`src/rtl/mux2_arb_if.sv`:
```
// ============================================================================
// Module      : mux2_arb_if
// Description : Request/grant/select bundle between the requesters, the
//               mux2_arb arbiter and the downstream consumer of the shared mux.
//               With MUX2_ARB_STATS_EN defined the bundle also carries the
//               grant statistics counters and their synchronous clear.
// Revision    : 1.0 - initial release
// ============================================================================
`default_nettype none

interface mux2_arb_if
`ifdef MUX2_ARB_STATS_EN
    #(parameter int CNT_W = 16)
`endif
    ;

    // Requester side
    logic req_a;
    logic req_b;
    // Downstream consumer accepts the current beat
    logic ready;
    // Arbiter results
    logic gnt_a;
    logic gnt_b;
    logic sel;
    logic busy;
    logic xfer;

`ifdef MUX2_ARB_STATS_EN
    logic             stats_clr;
    logic [CNT_W-1:0] gcnt_a;
    logic [CNT_W-1:0] gcnt_b;
`endif

    // Arbiter view
    modport slave (
        input  req_a,
        input  req_b,
        input  ready,
`ifdef MUX2_ARB_STATS_EN
        input  stats_clr,
        output gcnt_a,
        output gcnt_b,
`endif
        output gnt_a,
        output gnt_b,
        output sel,
        output busy,
        output xfer
    );

    // Requester / consumer view
    modport master (
        output req_a,
        output req_b,
        output ready,
`ifdef MUX2_ARB_STATS_EN
        output stats_clr,
        input  gcnt_a,
        input  gcnt_b,
`endif
        input  gnt_a,
        input  gnt_b,
        input  sel,
        input  busy,
        input  xfer
    );

endinterface

`default_nettype wire

```
`src/rtl/mux2_arb.sv`:
```
// ============================================================================
// Module      : mux2_arb
// Description : Round-robin arbiter for a shared 2-to-1 mux. Grants one of
//               two requesters at a time, drives the mux select for the whole
//               tenure and bounds a tenure to HOLD_MAX beats while the other
//               requester waits. Optional grant statistics are enabled with
//               the MUX2_ARB_STATS_EN macro.
// Revision    : 1.0 - initial release
// ============================================================================
`default_nettype none

module mux2_arb #(
    parameter int HOLD_MAX = 4,   // beats per grant under contention, 1..255
    parameter int CNT_W    = 16   // width of the optional statistics counters
) (
    input  wire logic   clock,
    input  wire logic   reset_n,
    mux2_arb_if.slave   bus
);

    // Beat counter only has to reach HOLD_MAX-1 before it is cleared.
    localparam int              CW     = $clog2(HOLD_MAX + 1);
    localparam logic [CW-1:0]   C_LAST = CW'(HOLD_MAX - 1);

    // Reject illegal configurations at elaboration.
    if (HOLD_MAX < 1 || HOLD_MAX > 255 || CNT_W < 1) begin : g_bad_param
        $error("mux2_arb: HOLD_MAX must be 1..255 and CNT_W at least 1");
    end

    typedef enum logic [1:0] {
        IDLE  = 2'd0,
        GNT_A = 2'd1,
        GNT_B = 2'd2
    } state_t;

    state_t          state_q, state_d;
    logic [CW-1:0]   cnt_q, cnt_d;
    logic            last_b_q, last_b_d;   // 1: B was served last
    logic            gnt_a_q, gnt_b_q, sel_q, busy_q;

    logic            xfer;
    logic            beat_limit;
    logic            entry_a;
    logic            entry_b;

    // A beat moves when the owner still requests and the consumer is ready.
    assign xfer       = ((gnt_a_q & bus.req_a) | (gnt_b_q & bus.req_b)) & bus.ready;
    // The HOLD_MAX-th beat of this tenure is moving this cycle.
    assign beat_limit = xfer && (cnt_q == C_LAST);

    assign entry_a = (state_d == GNT_A) && (state_q != GNT_A);
    assign entry_b = (state_d == GNT_B) && (state_q != GNT_B);

    // Next-state, beat counter and last-served bookkeeping.
    always_comb begin
        state_d  = state_q;
        cnt_d    = cnt_q;
        last_b_d = last_b_q;

        case (state_q)
            IDLE: begin
                // On contention the requester not served last wins.
                if (bus.req_a && (!bus.req_b || last_b_q)) begin
                    state_d = GNT_A;
                end else if (bus.req_b) begin
                    state_d = GNT_B;
                end
            end
            GNT_A: begin
                // A dropped request takes priority over the beat limit.
                if (!bus.req_a) begin
                    state_d = bus.req_b ? GNT_B : IDLE;
                end else if (beat_limit && bus.req_b) begin
                    state_d = GNT_B;
                end
            end
            GNT_B: begin
                if (!bus.req_b) begin
                    state_d = bus.req_a ? GNT_A : IDLE;
                end else if (beat_limit && bus.req_a) begin
                    state_d = GNT_A;
                end
            end
            default: begin
                state_d = IDLE;
            end
        endcase

        // Counter restarts on every ownership change and recycles at the
        // limit so a lone requester keeps its grant.
        if (state_d != state_q) begin
            cnt_d = '0;
        end else if (beat_limit) begin
            cnt_d = '0;
        end else if (xfer) begin
            cnt_d = cnt_q + CW'(1);
        end

        if (entry_a) begin
            last_b_d = 1'b0;
        end else if (entry_b) begin
            last_b_d = 1'b1;
        end
    end

    // State register and registered grant/select outputs.
    always_ff @(posedge clock or negedge reset_n) begin
        if (!reset_n) begin
            state_q  <= IDLE;
            cnt_q    <= '0;
            last_b_q <= 1'b1;
            gnt_a_q  <= 1'b0;
            gnt_b_q  <= 1'b0;
            sel_q    <= 1'b0;
            busy_q   <= 1'b0;
        end else begin
            state_q  <= state_d;
            cnt_q    <= cnt_d;
            last_b_q <= last_b_d;
            gnt_a_q  <= (state_d == GNT_A);
            gnt_b_q  <= (state_d == GNT_B);
            sel_q    <= (state_d == GNT_B);
            busy_q   <= (state_d != IDLE);
        end
    end

    assign bus.gnt_a = gnt_a_q;
    assign bus.gnt_b = gnt_b_q;
    assign bus.sel   = sel_q;
    assign bus.busy  = busy_q;
    assign bus.xfer  = xfer;

`ifdef MUX2_ARB_STATS_EN
    logic [CNT_W-1:0] gcnt_a_q;
    logic [CNT_W-1:0] gcnt_b_q;

    // Saturating grant-entry counters; a clear wins over a coincident entry.
    always_ff @(posedge clock or negedge reset_n) begin
        if (!reset_n) begin
            gcnt_a_q <= '0;
            gcnt_b_q <= '0;
        end else if (bus.stats_clr) begin
            gcnt_a_q <= '0;
            gcnt_b_q <= '0;
        end else begin
            if (entry_a && (gcnt_a_q != '1)) begin
                gcnt_a_q <= gcnt_a_q + CNT_W'(1);
            end
            if (entry_b && (gcnt_b_q != '1)) begin
                gcnt_b_q <= gcnt_b_q + CNT_W'(1);
            end
        end
    end

    assign bus.gcnt_a = gcnt_a_q;
    assign bus.gcnt_b = gcnt_b_q;
`endif

endmodule

`default_nettype wire
```
`src/flat_wrapper.sv`:
```
// flat-port wrapper written by rule: the top's interface ports become plain ports
module mux2_arb_flat 
#(
    parameter int HOLD_MAX = 4,                                              
    parameter int CNT_W    = 16                                               
)
  (clock, reset_n, bus_req_a, bus_req_b, bus_ready, bus_gnt_a, bus_gnt_b, bus_sel, bus_busy, bus_xfer);
  mux2_arb_if bus_i ();
  input  wire logic clock;
  input  wire logic reset_n;
  input wire logic [$bits(bus_i.req_a)-1:0] bus_req_a;
  input wire logic [$bits(bus_i.req_b)-1:0] bus_req_b;
  input wire logic [$bits(bus_i.ready)-1:0] bus_ready;
  output wire logic [$bits(bus_i.gnt_a)-1:0] bus_gnt_a;
  output wire logic [$bits(bus_i.gnt_b)-1:0] bus_gnt_b;
  output wire logic [$bits(bus_i.sel)-1:0] bus_sel;
  output wire logic [$bits(bus_i.busy)-1:0] bus_busy;
  output wire logic [$bits(bus_i.xfer)-1:0] bus_xfer;
  assign bus_i.req_a = bus_req_a;
  assign bus_i.req_b = bus_req_b;
  assign bus_i.ready = bus_ready;
  assign bus_gnt_a = bus_i.gnt_a;
  assign bus_gnt_b = bus_i.gnt_b;
  assign bus_sel = bus_i.sel;
  assign bus_busy = bus_i.busy;
  assign bus_xfer = bus_i.xfer;
  mux2_arb #(.HOLD_MAX(HOLD_MAX), .CNT_W(CNT_W)) u_core (.clock(clock), .reset_n(reset_n), .bus(bus_i));
endmodule
```
`config.mk`:
```
export PLATFORM = sky130hd
export DESIGN_NAME = mux2_arb_flat
export DESIGN_NICKNAME = d
export VERILOG_FILES = /design/src/rtl/mux2_arb_if.sv /design/src/rtl/mux2_arb.sv /design/src/flat_wrapper.sv
export SDC_FILE = /design/constraint.sdc
export NUM_CORES = 1
export LEC_CHECK = 0
export CAP_MARGIN = 10
export CORE_MARGIN = 3
export CORE_UTILIZATION = 25
export CTS_CLUSTER_DIAMETER = 200
export DETAILED_ROUTE_END_ITERATION = 10
export PLACE_DENSITY_LB_ADDON = 0.25
export SKIP_CTS_REPAIR_TIMING = 1
export SYNTH_ARGS = -nofsm -noshare
export SYNTH_HDL_FRONTEND = slang
export SYNTH_SLANG_ARGS = --single-unit
```
`constraint.sdc`:
```
create_clock -name clock -period 1.5 [get_ports clock]
set_clock_uncertainty 0.05 [all_clocks]
set_input_delay 0.45 -clock clock [delete_from_list [all_inputs] [get_ports clock]]
set_output_delay 0.45 -clock clock [all_outputs]
set_load 0.1 [all_outputs]
```
Word-level counts from Yosys, hierarchy flattened
Cells that the tools add are included.
W data, S select, Z words.
{ "word_totals": {"reg_bits": 9, "output_inout_bits": 5, "elab_cells": 45, "inputBits": 5} }
{ "classes": {"muxes": 14, "add_sub_neg": 1, "n_reduce_logical": 12, "n_eq_ne": 8, "bitwise": 4} }
{ "ops": {"columns": ["op", "count"], "rows": [
  ["$mux W2", 7],
  ["$mux W3", 3],
  ["$logic_and A1 B1 Y1", 6],
  ["$pmux W2 S3", 1],
  ["$eq A2 B1 Y1 const B", 2],
  ["$eq A2 B2 Y1 const B", 2],
  ["$reduce_bool A2 Y1", 2],
  ["$add A3 B1 Y3 const B", 1],
  ["$and A1 B1 Y1", 3],
  ["$eq A3 B2 Y1 const B", 1],
  ["$mux W1", 3],
  ["$reduce_bool A3 Y1", 1],
  ["$logic_not A2 Y1", 1],
  ["$ne A2 B1 Y1 const B", 1],
  ["$ne A2 B2 Y1", 1],
  ["$ne A2 B2 Y1 const B", 1],
  ["$logic_not A1 Y1", 1],
  ["$logic_or A1 B1 Y1", 1],
  ["$or A1 B1 Y1", 1]
]} }

Longest topological paths before layout
{ "depth": {"word_depth": 12, "depth_mapped": 4, "ltp_nobuf": 4} }

Least setup slack after synthesis
No wires, ideal clock.
{ "synth_timing": {"path_type": "register to output", "startpoint": "register u_core.gnt_b_q (netlist: u_core.bus.gnt_b)", "endpoint": "output bus_xfer", "n_path_buf": 0, "slack_ns": -1.501, "required_ns": 1.000, "path_stages_with_launch": 3, "t_arrival_ns": 2.501, "cell_sequence": "dfrtp_1 a22oi_4 nor2_1"} }
{ "synth_between": {"elab_chain_len": 3} }
{ "synth_lines": {"columns": ["element", "line", "rtl"], "rows": [
  ["from (decl)", "mux2_arb.sv:39", "logic gnt_a_q, gnt_b_q, sel_q, busy_q;"],
  ["from (signal assigned)", "mux2_arb.sv:121", "gnt_b_q <= (state_d == GNT_B);"],
  ["$and A1 B1 Y1", "mux2_arb.sv:47", "assign xfer = ((gnt_a_q & bus.req_a) | (gnt_b_q & bus.req_b)) & bus.ready;"],
  ["$or A1 B1 Y1", "mux2_arb.sv:47", null],
  ["$and A1 B1 Y1", "mux2_arb.sv:47", null],
  ["to (decl)", "flat_wrapper.sv:18", "output wire logic [$bits(bus_i.xfer)-1:0] bus_xfer;"]
]} }
No other way between the ends.

Final worst setup path
Same ends and word-level chain as after synthesis.

==> flow_summary_export.csv <==
group,metric,value,unit
critical_path,worstRegToRegCells,4,
synth,syn_avg_cell_area,10.18,um2
critical_path,crit_chain,"a22oi_4 > nor2_4 > buf_12",
cts,clockBufferDepth,2,
grt,grt_max_degree,10,
cts,clkLatencyLatePin,0.27,ns
cells_and_area,nNetsFinal,97,
routing,drc,0,
critical_path,setup.worst_path.start_class,"flop",
floorplanning,die_x,55.02,um
cells_and_area,n_antenna_cell,0,
synth,synth_area,600.6,um2
routing,avgRoutedWirePerCell,13.90,um
cts,cts_buffers,3,
synth,yosysUniqueCellTypes,35,
power,switching_share,40.95,%
outcome,failed_checks,"setup timing",
cells_and_area,fillers,230,
routing,vias_per_cell,5.212,
cts,tritoncts,"built",
critical_path,critPathMaxFanout,4,
job,max_cap_violations,0,
critical_path,cpPeakStageDelay,0.53,ns
floorplanning,die_area,0.003027,mm2
critical_path,cp_top_family,"flip-flops",
power,combPwrFrac,46.4,%
cts,clkSlewWorstSetupHoldPaths,0.07,ns
placement,dp.cells,108,
floorplanning,ios,10,
routing,drtPass1Iterations,4,
synth,synth-seq-cells,9,
cts,ctsHtreeMaxLevel,1,
synth,ys_seq_area_share,37.71,%
critical_path,cp_slowest_cell,"dfrtp_4",
timing,slew_headroom,72.02,%
timing,maxSlewViolCount,0,
power,pwr-share-clk,19.7,%
critical_path,crit_required,1.00,ns
floorplanning,core,0.002255,mm2
placement,port_buffers,9,
routing,ant_nets,0,
power,p_per_area,1037,mW/mm2
power,ir_drop,0.6122,mV
critical_path,r2r_start,"u_core.bus.gnt_a$_DFF_PN0_",
power,pwr-share-seq,33.8,%
critical_path,r2r-end,"u_core.cnt_q[1]$_DFFE_PN0P_",
critical_path,cp-end-kind,"output pin",
timing,hold_violations,0,
synth,syn_inst,59,
power,cellLeakagePower,0.4430,nW
power,switchingPower,0.0004171,W
routing,routed_wl,1640,um
placement,gp_congestion,0.8387,
timing,finalSetupTns,-0.5926,ns
timing,tightest_slew,0.4184,ns
routing,drt_iter0_drc,13,
timing,worst_slack,-0.2922,ns
critical_path,arrival,1.29,ns
cells_and_area,instances_no_fill,118,
synth,synth_fp_nets,65,
cells_and_area,syn_to_final_growth,63.54,%
floorplanning,fp.dieH,55.02,um
grt,antenna_found_initial,0,
critical_path,path_buf_inv,1,
cells_and_area,drive_above_1_share,47.78,%
cts,clockRootBuffer,"clkbuf_4",
synth,yosysWarnings,0,
timing,fmax,0.5580,GHz
power,p_int,0.0006014,W
routing,num_vias,615,
timing,rsz0062_at_grt,"yes",
floorplanning,rows,17,
critical_path,critPathKind,"flop to output pin",
grt,grt_first_pass_wirelength,2670,um
grt,grt_overflow,0,
critical_path,r2r_slack,-0.05,ns
timing,final-setup-viol-count,7,
timing,finalCritPeriodShare,119.5,%
grt,grtUsageTotal,12.50,%
placement,hpwl,1198,um
timing,fin_crit,1.792,ns
grt,first_global_vias,599,
outcome,status,"complete, but fails checks",
floorplanning,start_util,26.64,%
cts,clock_sinks,9,
min_path,worstHoldPathType,"primary input to asynchronous set/reset pin",
[per-layer routing]
layer	up-vias	global-route usage [%]	part of all wire (%)
met5	-	0	0
met4	0	6.883	1.5
met3	4	4.021	6.3
met2	17	19.69	50
met1	298	14.94	42
li1	296	-	-
[placed cells by master, fill, tap and decap left out, drive strengths merged, types with 2 or more instances in the layout]
cell type     netlist  routed
nand2               3       3
a31oi               4       4
nor2                2       2
dlymetal6s2s        0       3
inv                 5       5
buf                 4      28
a32oi               2       2
a211oi              2       2
nor2b               3       3
o21ai               2       2
clkbuf              1       4
o311a               2       2
dfrtp               8       8
[synth_stat cells]
master	number	share of area, %
a2111oi_2	1	2.5
dfrtp_1	8	33
a31oi_1	4	4.2
dfstp_2	1	4.4
o311ai_1	1	1.5
a311oi_1	1	1.5
buf_4	1	1.3
o311a_1	2	3.3
nand2b_1	1	1.0
clkbuf_2	1	0.83
and4bb_2	1	2.1
nand2_1	3	1.9
and2_1	1	1.0
nand4_1	1	1.0
nor2_1	2	1.3
a211oi_1	2	2.5
a22o_4	1	2.9
a32oi_1	2	2.9
o221ai_1	1	1.5
o32ai_1	1	1.5
buf_2	2	1.7
a22oi_4	1	3.5
o31ai_1	1	1.3
o21ai_0	2	1.7
buf_6	1	1.9
ha_1	1	2.1
a21oi_1	1	0.83
nand3b_1	1	1.3
and3b_1	1	1.5
nor2b_1	3	3.1
o2111ai_1	1	1.5
nand4b_1	1	1.5
a211o_1	1	1.5
a31o_1	1	1.5
inv_1	5	3.1
[metrics by stage]
step / setup slack (ns) / instance area, um2 / total power (W) / hold WS, ns / utilization (%)
after floorplan: -0.2935 / 615.6 / 0.0006097 / 0.1044 / -
after detailed placement: -0.5046 / 884.6 / 0.0007824 / 0.5028 / 39.23
after CTS: -0.5149 / 910.9 / 0.0009890 / 0.4361 / 40.40
final: -0.2922 / 982.2 / 0.001018 / 0.4252 / 43.56
after global placement: -0.4974 / 884.6 / 0.0007793 / 0.4985 / 39.23
after global routing: -0.3305 / 982.2 / 0.001067 / 0.4576 / 43.56
[how the worst max path moves through the flow]
stage               end                        from  slack (ns)  cells past startpoint
2_1_floorplan  bus_xfer  u_core.bus.gnt_b$_DFF_PN0_       -0.29                      2
3_3_place_gp   bus_xfer                   bus_req_b       -0.50                      4
3_5_place_dp   bus_xfer                   bus_req_b       -0.50                      4
4_1_cts        bus_xfer                   bus_req_b       -0.51                      4
5_1_grt        bus_xfer  u_core.bus.gnt_b$_DFF_PN0_       -0.33                      3
6_report       bus_xfer  u_core.bus.gnt_b$_DFF_PN0_       -0.29                      3
[worst reg2reg max path, stage by stage, from the launching register on]
cell,delay (ns)
dfrtp_4,0.49
buf_4,0.14
a22o_4,0.24
a211o_1,0.33
a32oi_1,0.20
[registers in the layout (all words and copies together) (netlist names)]
| signal | count |
|---|---|
| u_core.bus.gnt_a | 1 |
| u_core.state_q | 2 |
| u_core.bus.busy | 1 |
| u_core.cnt_q | 3 |
| u_core.bus.gnt_b | 1 |
| u_core.last_b_q | 1 |
[power groups by stage]
stage / combinational [W] / clock (W) / sequential (W)
5_1_grt: 0.000500 / 0.000216 / 0.000352
3_3_place_gp: 0.000430 / 0 / 0.000349
4_1_cts: 0.000435 / 0.000212 / 0.000343
2_1_floorplan: 0.000208 / 0 / 0.000401
3_5_place_dp: 0.000433 / 0 / 0.000350
6_report: 0.000473 / 0.000201 / 0.000344
[area by class of cell]
class | instances | area [um2] | area share, %
multi-input cells | 40 | 344.1 | 35.03
repair buffers | 32 | 324.1 | 32.99
flip-flops and latches | 9 | 234.0 | 23.82
well taps | 28 | 35.03 | 3.567
clock buffers | 4 | 26.28 | 2.675
inverters | 5 | 18.77 | 1.911
[kinds of logic after synthesis]
kind of cell / Yosys count / synth area share [%]
adders and majority gates: 1 / 2.083
and+or+nand+nor: 15 / 15.63
DFF: 9 / 37.71
AOI/OAI and AO/OA: 24 / 35.83
buffers and inverters: 10 / 8.750
Power figures use the tool's default switching activity.
